**src/rtl/mc_control_fsm.sv**
```systemverilog
// Multi-cycle MIPS main control unit: sequences fetch, decode,
// execute, memory and writeback phases and counts retired instructions.
module mc_control_fsm #(
   parameter int CNT_W = 32
) (
   input  logic             clk,
   input  logic             rst_n,
   input  logic [5:0]       opcode,
   input  logic             mem_ready,
   output logic             pc_w,
   output logic             pc_w_cond,
   output logic             iord,
   output logic             mem_r,
   output logic             mem_w,
   output logic             ir_w,
   output logic             mem_to_reg,
   output logic             reg_dst,
   output logic             reg_w,
   output logic             alu_src_a,
   output logic [1:0]       alu_src_b,
   output logic [1:0]       alu_op,
   output logic [1:0]       pc_src,
   output logic [3:0]       state,
   output logic             illegal_op,
   output logic [CNT_W-1:0] instr_count
);

   typedef enum logic [3:0] {
      FETCH     = 4'd0,
      DECODE    = 4'd1,
      MEM_ADDR  = 4'd2,
      MEM_READ  = 4'd3,
      MEM_WB    = 4'd4,
      MEM_WRITE = 4'd5,
      EXECUTE   = 4'd6,
      R_WB      = 4'd7,
      BRANCH    = 4'd8,
      JUMP      = 4'd9,
      ADDI_EX   = 4'd10,
      ADDI_WB   = 4'd11
   } state_t;

   localparam logic [5:0] OP_R    = 6'b000000;
   localparam logic [5:0] OP_LW   = 6'b100011;
   localparam logic [5:0] OP_SW   = 6'b101011;
   localparam logic [5:0] OP_BEQ  = 6'b000100;
   localparam logic [5:0] OP_J    = 6'b000010;
   localparam logic [5:0] OP_ADDI = 6'b001000;

   state_t cur;
   state_t nxt;
   logic   retire;

   logic is_r;
   logic is_lw;
   logic is_sw;
   logic is_beq;
   logic is_j;
   logic is_addi;

   assign is_r    = (opcode == OP_R);
   assign is_lw   = (opcode == OP_LW);
   assign is_sw   = (opcode == OP_SW);
   assign is_beq  = (opcode == OP_BEQ);
   assign is_j    = (opcode == OP_J);
   assign is_addi = (opcode == OP_ADDI);

   assign state = cur;

   // State register; reset aborts any instruction in flight.
   always_ff @(posedge clk or negedge rst_n) begin
      if (!rst_n)
         cur <= FETCH;
      else
         cur <= nxt;
   end

   // Retired-instruction counter, wraps naturally.
   always_ff @(posedge clk or negedge rst_n) begin
      if (!rst_n)
         instr_count <= '0;
      else if (retire)
         instr_count <= instr_count + CNT_W'(1);
   end

   // Next-state and control decode; everything held low in reset.
   always_comb begin
      nxt        = FETCH;
      retire     = 1'b0;
      pc_w       = 1'b0;
      pc_w_cond  = 1'b0;
      iord       = 1'b0;
      mem_r      = 1'b0;
      mem_w      = 1'b0;
      ir_w       = 1'b0;
      mem_to_reg = 1'b0;
      reg_dst    = 1'b0;
      reg_w      = 1'b0;
      alu_src_a  = 1'b0;
      alu_src_b  = 2'b00;
      alu_op     = 2'b00;
      pc_src     = 2'b00;
      illegal_op = 1'b0;
      if (rst_n) begin
         case (cur)
            FETCH: begin
               mem_r     = 1'b1;
               alu_src_b = 2'b01;
               ir_w      = mem_ready;
               pc_w      = mem_ready;
               nxt       = mem_ready ? DECODE : FETCH;
            end
            DECODE: begin
               alu_src_b = 2'b11;
               unique case (1'b1)
                  is_lw,
                  is_sw:   nxt = MEM_ADDR;
                  is_r:    nxt = EXECUTE;
                  is_beq:  nxt = BRANCH;
                  is_j:    nxt = JUMP;
                  is_addi: nxt = ADDI_EX;
                  default: begin
                     nxt        = FETCH;
                     illegal_op = 1'b1;
                  end
               endcase
            end
            MEM_ADDR: begin
               alu_src_a = 1'b1;
               alu_src_b = 2'b10;
               unique case (1'b1)
                  is_lw:   nxt = MEM_READ;
                  is_sw:   nxt = MEM_WRITE;
                  default: nxt = FETCH;
               endcase
            end
            MEM_READ: begin
               mem_r = 1'b1;
               iord  = 1'b1;
               nxt   = mem_ready ? MEM_WB : MEM_READ;
            end
            MEM_WB: begin
               reg_w      = 1'b1;
               mem_to_reg = 1'b1;
               retire     = 1'b1;
            end
            MEM_WRITE: begin
               mem_w  = 1'b1;
               iord   = 1'b1;
               retire = mem_ready;
               nxt    = mem_ready ? FETCH : MEM_WRITE;
            end
            EXECUTE: begin
               alu_src_a = 1'b1;
               alu_op    = 2'b10;
               nxt       = R_WB;
            end
            R_WB: begin
               reg_w   = 1'b1;
               reg_dst = 1'b1;
               retire  = 1'b1;
            end
            BRANCH: begin
               alu_src_a = 1'b1;
               alu_op    = 2'b01;
               pc_w_cond = 1'b1;
               pc_src    = 2'b01;
               retire    = 1'b1;
            end
            JUMP: begin
               pc_w   = 1'b1;
               pc_src = 2'b10;
               retire = 1'b1;
            end
            ADDI_EX: begin
               alu_src_a = 1'b1;
               alu_src_b = 2'b10;
               nxt       = ADDI_WB;
            end
            ADDI_WB: begin
               reg_w  = 1'b1;
               retire = 1'b1;
            end
            default: nxt = FETCH;
         endcase
      end
   end

endmodule

```
**config.mk**
```make
export PLATFORM = sky130hd
export DESIGN_NAME = mc_control_fsm
export DESIGN_NICKNAME = d
export VERILOG_FILES = /design/src/rtl/mc_control_fsm.sv
export SDC_FILE = /design/constraint.sdc
export NUM_CORES = 1
export LEC_CHECK = 0
export BUFFER_PORTS_ARGS = -buffer_cell sky130_fd_sc_hd__buf_4
export CORE_AREA = 5 5 50 96
export CTS_CLUSTER_SIZE = 24
export DETAILED_ROUTE_END_ITERATION = 6
export DIE_AREA = 0 0 55 101
export PLACE_DENSITY = 0.81
export REMOVE_ABC_BUFFERS = 1
export SLEW_MARGIN = 5
export SYNTH_ARGS = -nofsm -noshare
export SYNTH_HDL_FRONTEND = slang
export SYNTH_SLANG_ARGS = --single-unit
```
**constraint.sdc**
```tcl
create_clock -name clk -period 2.9 [get_ports clk]
set_input_delay 0 -clock clk [delete_from_list [all_inputs] [get_ports clk]]
set_output_delay 0 -clock clk [all_outputs]
set_load 0.005 [all_outputs]
```
# Yosys cells after proc, flatten, opt, wreduce, memory -nomap -nowiden
# Cells that the tools add are included.
[totals]
input_bits = 9
wordCells = 67
output_inout_bits = 53
reg_bits = 36
[op_classes]
n_reduce_logical = 10
add_sub_neg = 1
muxes = 38
n_eq_ne = 16
[op_table]
columns = ["op", "count"]
rows = [
  ["adder 32 x 1 -> 32 bit, second input constant", 1],
  ["one-hot mux 4 bit (7 select lines)", 1],
  ["two-way mux 1 bit", 24],
  ["one-hot mux 4 bit (5 select lines)", 1],
  ["== test 4 x 3 -> 1 bit, second input constant", 4],
  ["== test 4 bit, second input constant", 4],
  ["== test 6 bit, second input constant", 2],
  ["== test 4 x 2 -> 1 bit, second input constant", 2],
  ["one-hot mux 2 bit (2 select lines)", 2],
  ["OR reduction 2 bit", 4],
  ["== test 6 x 2 -> 1 bit, second input constant", 1],
  ["== test 6 x 3 -> 1 bit, second input constant", 1],
  ["== test 6 x 4 -> 1 bit, second input constant", 1],
  ["logical NOT 6 bit", 1],
  ["two-way mux 2 bit", 3],
  ["two-way mux 3 bit", 2],
  ["one-hot mux 2 bit (3 select lines)", 1],
  ["one-hot mux 3 bit (2 select lines)", 1],
  ["OR reduction 6 bit", 1],
  ["OR reduction 5 bit", 1],
  ["== test 4 x 1 -> 1 bit, second input constant", 1],
  ["logical NOT 4 bit", 1],
  ["two-way mux 4 bit", 1],
  ["one-hot mux 1 bit (2 select lines)", 2],
  ["2 further kinds", 2],
]

# Depth between registers and ports, before layout
# Gate-level depths: netlist of the first run.
[depth]
depth_word = 5
ltp_mapped = 6
depth_no_buf = 5

# Worst setup path before layout of the first run
# Ideal clock, no wire load.
[synth_path]
path_type = "reg-to-reg"
from = "register cur[2], in the netlist state[2]"
to = "register instr_count[4]"
n_path_buf = 2
setup_ps = 125
synth_period_minus_slack_ps = 1607
t_required_ps = 2775
setup_slack_ps = 1293
arrival_time_ps = 1482
stages_incl_launch_ff = 7
path_cell_list = "dfrtp_1 -> buf_6 -> and2_4 -> nor4_4 -> buf_6 -> nand4_1 -> xnor2_1"
[synth_between]
elab_chain_cells = 4
elab_cells_between_ends = 9
classes_between = "6 x eq/ne; 2 x mux; 1 x reduce/logical"
[synth_rtl]
columns = ["item", "line_no", "text"]
rows = [
  ["from (decl)", "50", "state_t cur;"],
  ["from (signal assigned)", "75", "cur <= nxt;"],
  ["== test 4 bit / == test 4 x 3 -> 1 bit (equally long branches)", "105", "case (cur)"],
  ["OR reduction 5 bit (no line)", "n/a", ""],
  ["one-hot mux 1 bit (2 select lines) (*)", "105", ""],
  ["two-way mux 1 bit (*)", "104", "if (rst_n) begin"],
  ["to (signal assigned)", "83", "instr_count <= instr_count + CNT_W'(1);"],
  ["to (decl)", "25", "output logic [CNT_W-1:0] instr_count"],
]
# Every way passes the cells marked *; elsewhere a longest branch is shown, timed or not.
# A chain may end at the register's enable or synchronous reset.

# Worst setup path in the final report of the first run
[layout_path]
from = "input port rst_n"
to = "register instr_count[1]"
[layout_between]
elab_chain_cells = 1
[layout_rtl]
columns = ["item", "line_no", "text"]
rows = [
  ["from (decl)", "7", "input logic rst_n,"],
  ["two-way mux 1 bit", "104", ""],
]
# Every way passes these cells.

==> results of run 1 <==
metrics by stage:
| stage | area, um2 | worst slack (ns) | hold slack [ns] | instances | util |
|---|---|---|---|---|---|
| floorplan | 2040 | 0.650 | -0.296 | 204 | - |
| finish | 2690 | 0.825 | 0.0608 | 328 | 0.671 |
| CTS | 2690 | 0.815 | 0.0540 | 328 | 0.671 |
| detailed placement | 2590 | 0.900 | 0.0110 | 319 | 0.646 |
| global route | 2690 | 0.672 | 0.0843 | 328 | 0.671 |
| global placement | 2590 | 0.947 | 0.00971 | 319 | 0.646 |
cell type report:
type,instances,share of cell area
clock buffers,8,0.0335
inverters,2,0.00279
multi-input cells,166,0.425
repair buffers,64,0.180
well taps,52,0.0242
flip-flops and latches,36,0.335
power breakdown:
group	internal, uW	switching (uW)
sequential	507	11.7
combinational	34.4	36.8
clock	193	163
total	735	212
how the worst max path moves through the flow:
| stage | to | slack, ns |
|---|---|---|
| 2_1_floorplan | instr_count[1] | 0.65 |
| 3_3_place_gp | instr_count[1] | 0.95 |
| 3_5_place_dp | instr_count[1] | 0.90 |
| 4_1_cts | instr_count[1] | 0.81 |
| 5_1_grt | instr_count[1] | 0.67 |
| 6_report | instr_count[1] | 0.82 |
synthesized netlist by cell type, types with 4 or more instances:
cell type	instances
o21ai_0	4
xnor2_1	31
nand4_1	23
nand2b_1	5
nor2b_1	4
and4_1	5
nand2_1	11
a21oi_1	4
dfrtp_1	36
and2_1	6
nor3_1	9
nand3_1	11
and3_1	8
nor2_1	14
buf_6	4
logic make-up after synthesis:
| kind of cell | share of synthesized area |
|---|---|
| and+or+nand+nor | 0.325 |
| DFF | 0.422 |
| adders and majority gates | 0.00586 |
| muxes | 0.00996 |
| buffers and inverters | 0.0463 |
| AOI/OAI and AO/OA | 0.0516 |
| xor gates and xnor gates | 0.139 |
worst max-delay path, stage by stage:
cell,delay [ns]
dlygate4sd3_1,0.53
buf_4,0.45
o21ai_0,0.26
nor4_4,0.25
buf_4,0.35
mux2_2,0.38
repair_timing:
item / in CTS / in global routing
gates resized for setup: 0 / 0
endpoints found under the hold margin: 36 / 0
hold buffers: 1 / 0
state kept, by name, indices dropped and copies added, names as in the netlist:
name         flops
instr_count     32
state            4
layer usage:
layer | up-vias | part of all wire
met2 | 63 | 0.50
met3 | 8 | 0.066
met5 | - | 0
met1 | 903 | 0.42
met4 | 0 | 0.013
li1 | 903 | -
==> results.py, run 1 <==
metrics = {
    "final_layout": {
        "final_cell_mix": "buf_4 (63), dfrtp_1 (36), xnor2_1 (31)",
        "layout_commonest_cell": "buf_4",
        "multi_input_area_um2": 1140,
        "final_nets": 285,
        "n_antenna_cell": 0,
        "fillers": 330,
        "seq_area_um2": 901,
        "area_delta_synth_final_pct": 25.9,
        "drive_gt1_frac": 0.283,
    },
    "worst_setup_path": {
        "worstPathArrival_ns": 2.24,
        "crit_type": "in2reg",
        "reg2reg_slack_ns": 0.87,
        "required_ns": 3.07,
        "start_kind": "primary input",
        "path_max_fanout": 46,
        "r2r-start": "state[2]",
        "critPathCaptureType": "flop",
        "startpoint": "rst_n",
        "r2r-end": "instr_count[1]",
        "reg2regPathDepth": 4,
    },
    "logic_synthesis": {
        "ys_warn_count": 0,
        "avgSynthCellArea_um2": 9.84,
        "yosysSeqAreaShare": 0.422,
        "synth_largest_area_cell": "dfrtp_1",
        "synth_area_leaders": "dfrtp_1 (42%), xnor2_1 (13%), nand4_1 (6.7%)",
        "synthFlopType": "dfrtp_1",
        "synth_top_area_frac": 0.422,
        "yosys.cell_types.count": 43,
        "synth-seq-cells": 36,
        "synth_edf_count": 0,
        "synthCells": 217,
        "syn-cell-area_um2": 2140,
        "synthArstFlopShare": 1.00,
    },
    "flow_run": {
        "drv_cap": 0,
    },
    "die": {
        "start_util": 0.533,
        "core-area_um2": 4010,
        "core.rowCount": 33,
        "pin_count": 62,
        "die_h_um": 101,
        "die_x_um": 55,
        "die_area_um2": 5560,
    },
    "cts": {
        "cts_tree": "built",
        "insertion_delay_ns": 0.28,
        "cts_buffers": 5,
        "cts.sinks": 36,
        "cts.path.max_buffers": 2,
        "path_clk_slew_ns": 0.06,
        "root_buffer": "clkbuf_8",
        "postCtsSetupRepairBufs": 0,
        "h-tree-depth": 2,
    },
    "pwr": {
        "p_leak_uw": 0.00123,
        "cellPowerDensity_nw_per_um2": 352,
        "ir_drop_v": 0.000344,
        "total_power_uw": 947,
    },
    "detailed_routing": {
        "drt_pass1_iterations": 4,
        "vias": 1877,
        "drtIter0Drc": 25,
        "route.detailed.drc": 0,
        "final_antenna_net_count": 0,
        "wl_mm": 4.81,
        "drt-vias-per-instance": 5.72,
        "post_drt_wl_per_cell_um": 14.7,
    },
    "place": {
        "io_buffers": 61,
        "place.gp.congestion": 0.888,
        "dp_hpwl_mm": 3.51,
    },
    "sta": {
        "worstMarginPinSlew_ns": 0.546,
        "final.setup_skew_ns": 0.00500,
        "timing.fmax_ghz": 0.482,
        "grt_setup_unrepaired": "false",
        "max_slew_margin": 0.633,
        "finalCritPeriodShare": 0.716,
        "fin_crit_ns": 2.08,
        "fin_setup_tns_ns": 0,
        "slew_viol_final": 0,
        "setup_viol": 0,
        "hold_violations": 0,
    },
    "status": {
        "status": "completed",
    },
    "global_routing": {
        "top_usage_layer": "met2",
        "grt_pass1_wl_mm": 7.87,
        "use_met1": 0.231,
        "grt_overflow_total": 0,
        "grt_usage": 0.185,
        "grt_use_met2": 0.300,
        "antenna_found_initial": 0,
        "grt_pass1_vias": 1784,
        "grt_max_degree": 47,
        "use_met3": 0.0474,
    },
    "min_path": {
        "whs_path_depth": 4,
        "hp-start": "opcode[4]",
        "hold_class": "in2reg",
        "holdPathEnd": "state[3]",
    },
}
Note: power is estimated with default switching activity, not from simulation.
==> run 2, diff against run 1 <==
--- a/config.mk
+++ b/config.mk
@@ -6,11 +6,11 @@
 export NUM_CORES = 1
 export LEC_CHECK = 0
 export BUFFER_PORTS_ARGS = -buffer_cell sky130_fd_sc_hd__buf_4
-export CORE_AREA = 5 5 50 96
+export CORE_AREA = 5 5 54 104
 export CTS_CLUSTER_SIZE = 24
 export DETAILED_ROUTE_END_ITERATION = 6
-export DIE_AREA = 0 0 55 101
-export PLACE_DENSITY = 0.81
+export DIE_AREA = 0 0 59 109
+export PLACE_DENSITY = 0.72
 export REMOVE_ABC_BUFFERS = 1
 export SLEW_MARGIN = 5
 export SYNTH_ARGS = -nofsm -noshare
==> constraint.sdc (replaced) <==
create_clock -name clk -period 1.83 [get_ports clk]
set_input_delay 0 -clock clk [delete_from_list [all_inputs] [get_ports clk]]
set_output_delay 0 -clock clk [all_outputs]
set_load 0.005 [all_outputs]
==> run 2 against run 1 <==
Net effect:
- via count rose by 1.5%
- sequential share of layout area shrank 1.4 points
- total power rose by 72%
- die area increased by 16%
- core utilization decreased by 8.4 points
- routed wire length grew 3.5%
- critical path type is now reg2out
- largest power group unchanged
==> results.py, run 2 (synthesized netlist as in run 1, its figures left out) <==
metrics = {
    "die": {
        "core-area_um2": 4770,
        "start_util": 0.447,
        "die_area_um2": 6430,
        "core.rowCount": 36,
        "die_h_um": 109,
        "die_x_um": 59,
        "pin_count": 62,
    },
    "pwr": {
        "cellPowerDensity_nw_per_um2": 582,
        "ir_drop_v": 0.000580,
        "netSwitchingFraction": 0.224,
        "switching_power_uw": 365,
        "combinationalPowerShare": 0.079,
        "clkPwrFrac": 0.423,
        "internal_power_uw": 1270,
        "pwr-share-seq": 0.498,
        "p_leak_uw": 0.00130,
    },
    "status": {
        "status": "completed",
    },
    "sta": {
        "max_slew_margin": 0.680,
        "final.setup_skew_ns": 0.00803,
        "finalCritPeriodShare": 0.925,
        "worstMarginPinSlew_ns": 0.476,
        "grt_setup_unrepaired": "false",
        "setup_viol": 0,
        "timing.fmax_ghz": 0.591,
        "hold_ws_ns": 0.0512,
        "slew_viol_final": 0,
        "hold_violations": 0,
        "fin_crit_ns": 1.69,
    },
    "place": {
        "dp_hpwl_mm": 3.79,
        "io_buffers": 61,
        "dpl.cell_count": 335,
        "place_area_um2": 2680,
        "place.gp.congestion": 0.823,
    },
    "detailed_routing": {
        "drtIter0Drc": 44,
        "final_antenna_net_count": 0,
        "post_drt_wl_per_cell_um": 14.5,
        "vias": 1906,
        "route.detailed.drc": 0,
        "drt-vias-per-instance": 5.54,
        "drt_pass1_iterations": 4,
        "wl_mm": 4.98,
    },
    "final_layout": {
        "layout_commonest_cell": "buf_4",
        "drive_gt1_frac": 0.321,
        "n_antenna_cell": 0,
        "final_cell_mix": "buf_4 (74), dfrtp_1 (36), xnor2_1 (31)",
        "final_nets": 296,
        "final_cells": 344,
        "area_delta_synth_final_pct": 31.3,
        "top_register": "instr_count",
        "fin_area_um2": 2800,
        "largest_reg_flops": 32,
    },
    "global_routing": {
        "grt_max_degree": 27,
        "grt_usage": 0.163,
        "grt_pass1_wl_mm": 8.26,
        "grt_overflow_total": 0,
        "antenna_found_initial": 0,
        "grt_pass1_vias": 1855,
    },
    "cts": {
        "postCtsSetupRepairBufs": 0,
        "cts.sinks": 36,
        "cts.path.max_buffers": 2,
        "insertion_delay_ns": 0.29,
        "root_buffer": "clkbuf_8",
        "path_clk_slew_ns": 0.06,
        "h-tree-depth": 2,
        "cts_tree": "built",
        "cts_buffers": 5,
    },
    "worst_setup_path": {
        "path_max_fanout": 14,
        "reg2regPathDepth": 4,
        "crit_type": "reg2out",
        "worstPathArrival_ns": 1.69,
        "required_ns": 1.83,
        "start_kind": "flop",
        "r2r-end": "instr_count[28]",
        "critPathCaptureType": "output port",
        "reg2reg_slack_ns": 0.16,
        "r2r-start": "instr_count[15]",
    },
    "min_path": {
        "whs_path_depth": 4,
        "hold_class": "in2reg",
        "hp-start": "opcode[4]",
        "holdPathEnd": "state[3]",
    },
    "flow_run": {
        "drv_cap": 0,
    },
}
## run 2: worst max path at each step
| stage | start | cells after the start | endpoint | slack, ns |
|---|---|---|---|---|
| floorplan | state[0] | 3 | instr_count[1] | -0.42 |
| global placement | instr_count[15] | 4 | instr_count[27] | 0.24 |
| detailed placement | instr_count[15] | 4 | instr_count[28] | 0.17 |
| CTS | state[1] | 6 | illegal_op | 0.03 |
| global route | instr_count[15] | 4 | instr_count[26] | 0.01 |
| finish | state[1] | 6 | illegal_op | 0.14 |
## run 2: final cells by class
cell class                      instances  area, um2
Multi-Input combinational cell        166       1150
Timing Repair Buffer                   75        566
Inverter                                2       7.51
Clock buffer                            5       68.8
Sequential cell                        36        901
Fill cell                             449       1970
Clock inverter                          3       42.5
Tap cell                               57       71.3
## run 2: worst max-delay path: stages, from the launching register on
cell and delay (ns):
dfrtp_1 0.39, buf_4 0.19, nand2b_1 0.24, nor3_2 0.21, nand3_1 0.11, a31oi_1 0.15, buf_4 0.13
## run 2: what timing repair did
action | 4_1_cts | 5_1_grt
endpoints found under the hold margin | 36 | 0
resized for setup | 0 | 1
hold buffers | 1 | 0
setup endpoints to repair | 0 | 1
## run 2: power by group through the flow
stage | logic, uW | clock network, uW | registers (uW)
6_report | 128 | 691 | 812
5_1_grt | 143 | 753 | 815
4_1_cts | 130 | 715 | 812
3_5_place_dp | 128 | 0 | 828
3_3_place_gp | 125 | 0 | 828
2_1_floorplan | 40.5 | 0 | 833
## run 2: stage by stage
| stage | total power, uW | setup slack, ns | setup TNS (ns) | utilization |
|---|---|---|---|---|
| 2_1_floorplan | 874 | -0.420 | -11.91 | - |
| 3_3_place_gp | 952 | 0.238 | 0 | 0.561 |
| 3_5_place_dp | 956 | 0.165 | 0 | 0.561 |
| 4_1_cts | 1660 | 0.0280 | 0 | 0.586 |
| 5_1_grt | 1710 | 0.00957 | 0 | 0.587 |
| 6_report | 1630 | 0.137 | 0 | 0.587 |
## run 2: per-layer routing
layer | wire (um) | vias to the layer above | GRT usage
met5 | 0 | - | 0
met4 | 74 | 0 | 0.0616
met3 | 404 | 6 | 0.0438
met2 | 2400 | 63 | 0.274
met1 | 2100 | 911 | 0.194
li1 | - | 926 | -
==> run 3, diff against run 2 <==
--- a/config.mk
+++ b/config.mk
@@ -5,13 +5,15 @@
 export SDC_FILE = /design/constraint.sdc
 export NUM_CORES = 1
 export LEC_CHECK = 0
+export ABC_AREA = 1
 export BUFFER_PORTS_ARGS = -buffer_cell sky130_fd_sc_hd__buf_4
-export CORE_AREA = 5 5 54 104
+export CORE_AREA = 5 5 57 110
 export CTS_CLUSTER_SIZE = 24
 export DETAILED_ROUTE_END_ITERATION = 6
-export DIE_AREA = 0 0 59 109
-export PLACE_DENSITY = 0.72
+export DIE_AREA = 0 0 62 115
+export PLACE_DENSITY = 0.74
 export REMOVE_ABC_BUFFERS = 1
+export SETUP_SLACK_MARGIN = 0.4
 export SLEW_MARGIN = 5
 export SYNTH_ARGS = -nofsm -noshare
 export SYNTH_HDL_FRONTEND = slang
==> run 3 against run 2 <==
Net effect:
- the run now ends with negative hold slack left
- combinational power grew 50%
- flip-flop and latch count is the same
- cell area grew 31%
- die area grew 11%
- critical path type is now reg2reg
==> results.py, run 3 <==
metrics = {
    "status": {
        "status": "finished, violations left",
        "violations": "negative hold slack",
    },
    "worst_setup_path": {
        "reg2reg_slack_ns": 0.28,
        "path_max_fanout": 7,
        "required_ns": 2.02,
        "worstPathArrival_ns": 1.74,
        "crit_family": "simple AND/OR/NAND/NOR gates",
        "r2r-end": "instr_count[23]",
        "r2r-start": "state[1]",
        "critPathCaptureType": "flop",
        "reg2regPathDepth": 9,
        "cpPeakStageDelay_ns": 0.43,
        "crit_type": "reg2reg",
        "start_kind": "flop",
        "path_cells": "buf_6, nand2_4, inv_4, nor2_4, nand2_8, nand2_4, nand3_1, nand2_1, nand2_1",
        "cp_slowest_cell": "dfrtp_1",
        "crit_buf_inv": 2,
    },
    "final_layout": {
        "final_cells": 536,
        "largest_reg_flops": 32,
        "area_delta_synth_final_pct": 49.3,
        "final_cell_mix": "nand2_1 (127), buf_4 (75), nor2_1 (44)",
        "fillers": 440,
        "final_nets": 485,
        "top_register": "instr_count",
        "n_antenna_cell": 0,
        "fin_area_um2": 3690,
        "drive_gt1_frac": 0.353,
        "layout_commonest_cell": "nand2_1",
    },
    "logic_synthesis": {
        "yosysSeqAreaShare": 0.365,
        "syn-cell-area_um2": 2470,
        "synthFlopType": "dfrtp_1",
        "avgSynthCellArea_um2": 6.33,
        "synth_edf_count": 0,
        "ys_warn_count": 0,
        "synthArstFlopShare": 1.00,
        "synth.most_common_cell": "nand2_1",
        "synth-seq-cells": 36,
        "synthCells": 390,
        "synth_area_leaders": "dfrtp_1 (36%), nand2_1 (23%), nor2_1 (9.9%)",
        "synth_top_area_frac": 0.365,
        "synth_common_cells": "nand2_1 (149), nor2_1 (65), inv_1 (41), dfrtp_1 (36), nand3_1 (29)",
        "synth_largest_area_cell": "dfrtp_1",
        "yosys.cell_types.count": 24,
    },
    "sta": {
        "fin_crit_ns": 1.55,
        "max_slew_margin": 0.690,
        "finalCritPeriodShare": 0.848,
        "worstMarginPinSlew_ns": 0.466,
        "grt_setup_unrepaired": "true",
        "slew_viol_final": 0,
        "hold_violations": 36,
        "final.setup_skew_ns": 0.00723,
        "hold_ws_ns": -0.210,
        "timing.fmax_ghz": 0.644,
        "fin_setup_tns_ns": 0,
        "setup_viol": 0,
    },
    "die": {
        "start_util": 0.464,
        "core.rowCount": 38,
        "die_h_um": 115,
        "core-area_um2": 5330,
        "pin_count": 62,
        "die_x_um": 62,
        "die_area_um2": 7130,
    },
    "global_routing": {
        "grt_max_degree": 39,
        "grt_pass1_wl_mm": 11.2,
        "grt_usage": 0.201,
        "antenna_found_initial": 0,
        "grt_overflow_total": 0,
        "grt_pass1_vias": 2550,
    },
    "place": {
        "dpl.cell_count": 509,
        "dp_hpwl_mm": 4.74,
        "io_buffers": 61,
        "place_area_um2": 2990,
        "place.gp.congestion": 0.913,
    },
    "detailed_routing": {
        "drt-vias-per-instance": 5.14,
        "drt_pass1_iterations": 4,
        "route.detailed.drc": 0,
        "wl_mm": 7.63,
        "vias": 2757,
        "final_antenna_net_count": 0,
        "drtIter0Drc": 169,
        "post_drt_wl_per_cell_um": 14.2,
    },
    "pwr": {
        "p_leak_uw": 0.00178,
        "ir_drop_v": 0.000807,
        "cellPowerDensity_nw_per_um2": 544,
    },
    "cts": {
        "root_buffer": "clkbuf_8",
        "cts_tree": "built",
        "path_clk_slew_ns": 0.08,
        "insertion_delay_ns": 0.29,
        "cts.path.max_buffers": 2,
        "cts.sinks": 36,
        "cts_buffers": 5,
        "h-tree-depth": 2,
    },
    "min_path": {
        "hold_class": "in2async",
    },
    "flow_run": {
        "drv_cap": 0,
    },
}
[run 3: cell count changes after synthesis, moves of 5 or more]
| cell | previous run | this run |
|---|---|---|
| and2_1 | 6 | 0 |
| xnor2_1 | 31 | 10 |
| and3_1 | 8 | 1 |
| nand2_1 | 11 | 149 |
| nand4_1 | 23 | 10 |
| inv_1 | 2 | 41 |
| nand2b_1 | 5 | 0 |
| nor2_1 | 14 | 65 |
| inv_2 | 0 | 7 |
| nand3_1 | 11 | 29 |
| and4_1 | 5 | 0 |
[run 3: cell type report]
class	count	area [um2]	share of cell area
multi-input cells	306	1750	0.475
flip-flops and latches	36	910	0.247
repair buffers	78	606	0.164
inverters	48	188	0.0509
clock inverters	3	90.1	0.0244
well taps	60	75.1	0.0204
clock buffers	5	68.8	0.0187
[run 3: stage by stage]
stage	total power [uW]	util	hold WS (ns)	worst slack, ns
3_3_place_gp	981	0.561	0.101	0.211
3_5_place_dp	983	0.561	0.105	0.153
5_1_grt	2070	0.692	-0.167	0.228
2_1_floorplan	897	-	-0.296	0.353
6_report	2010	0.692	-0.210	0.278
4_1_cts	1980	0.619	-0.193	0.360
[run 3: repair_timing]
item | in CTS | in global routing
pin swaps | 2 | 26
endpoints found under the setup margin | 37 | 46
cloned | 2 | 4
endpoints found under the hold margin | 36 | 36
resized for setup | 18 | 81
buffers inserted | 7 | 6
[run 3: per-layer routing]
metal	part of all wire	vias up	routed length, um	GRT usage
met5	0	-	0	0
met4	0.033	0	255	0.0751
met3	0.063	26	478	0.0337
met2	0.50	100	3840	0.317
met1	0.40	1244	3060	0.267
li1	-	1387	-	-
[run 3: kinds of logic (layout without fill, tap and decap cells)]
logic type | after synthesis | after routing | share of synthesized area
AOI/OAI and AO/OA | 13 | 13 | 0.0289
xor gates and xnor gates | 17 | 17 | 0.0603
adders and majority gates | 1 | 1 | 0.00507
buffers and inverters | 54 | 134 | 0.0912
DFF | 36 | 36 | 0.365
and+or+nand+nor | 269 | 275 | 0.450
[run 3: report_power, final]
part / switching, uW / internal, uW / leakage, uW
clock: 302 / 682 / 0.0000784
combinational: 100 / 92.0 / 0.00123
sequential: 20.8 / 810 / 0.000472
[run 3: worst max path at each step]
stage / cells past startpoint / from / slack [ns] / to
floorplan: 7 / state[1] / 0.35 / instr_count[2]
global placement: 8 / state[1] / 0.21 / instr_count[15]
detailed placement: 7 / state[1] / 0.15 / instr_count[3]
CTS: 7 / state[3] / 0.36 / instr_count[5]
global route: 9 / state[1] / 0.23 / instr_count[27]
finish: 9 / state[1] / 0.28 / instr_count[23]
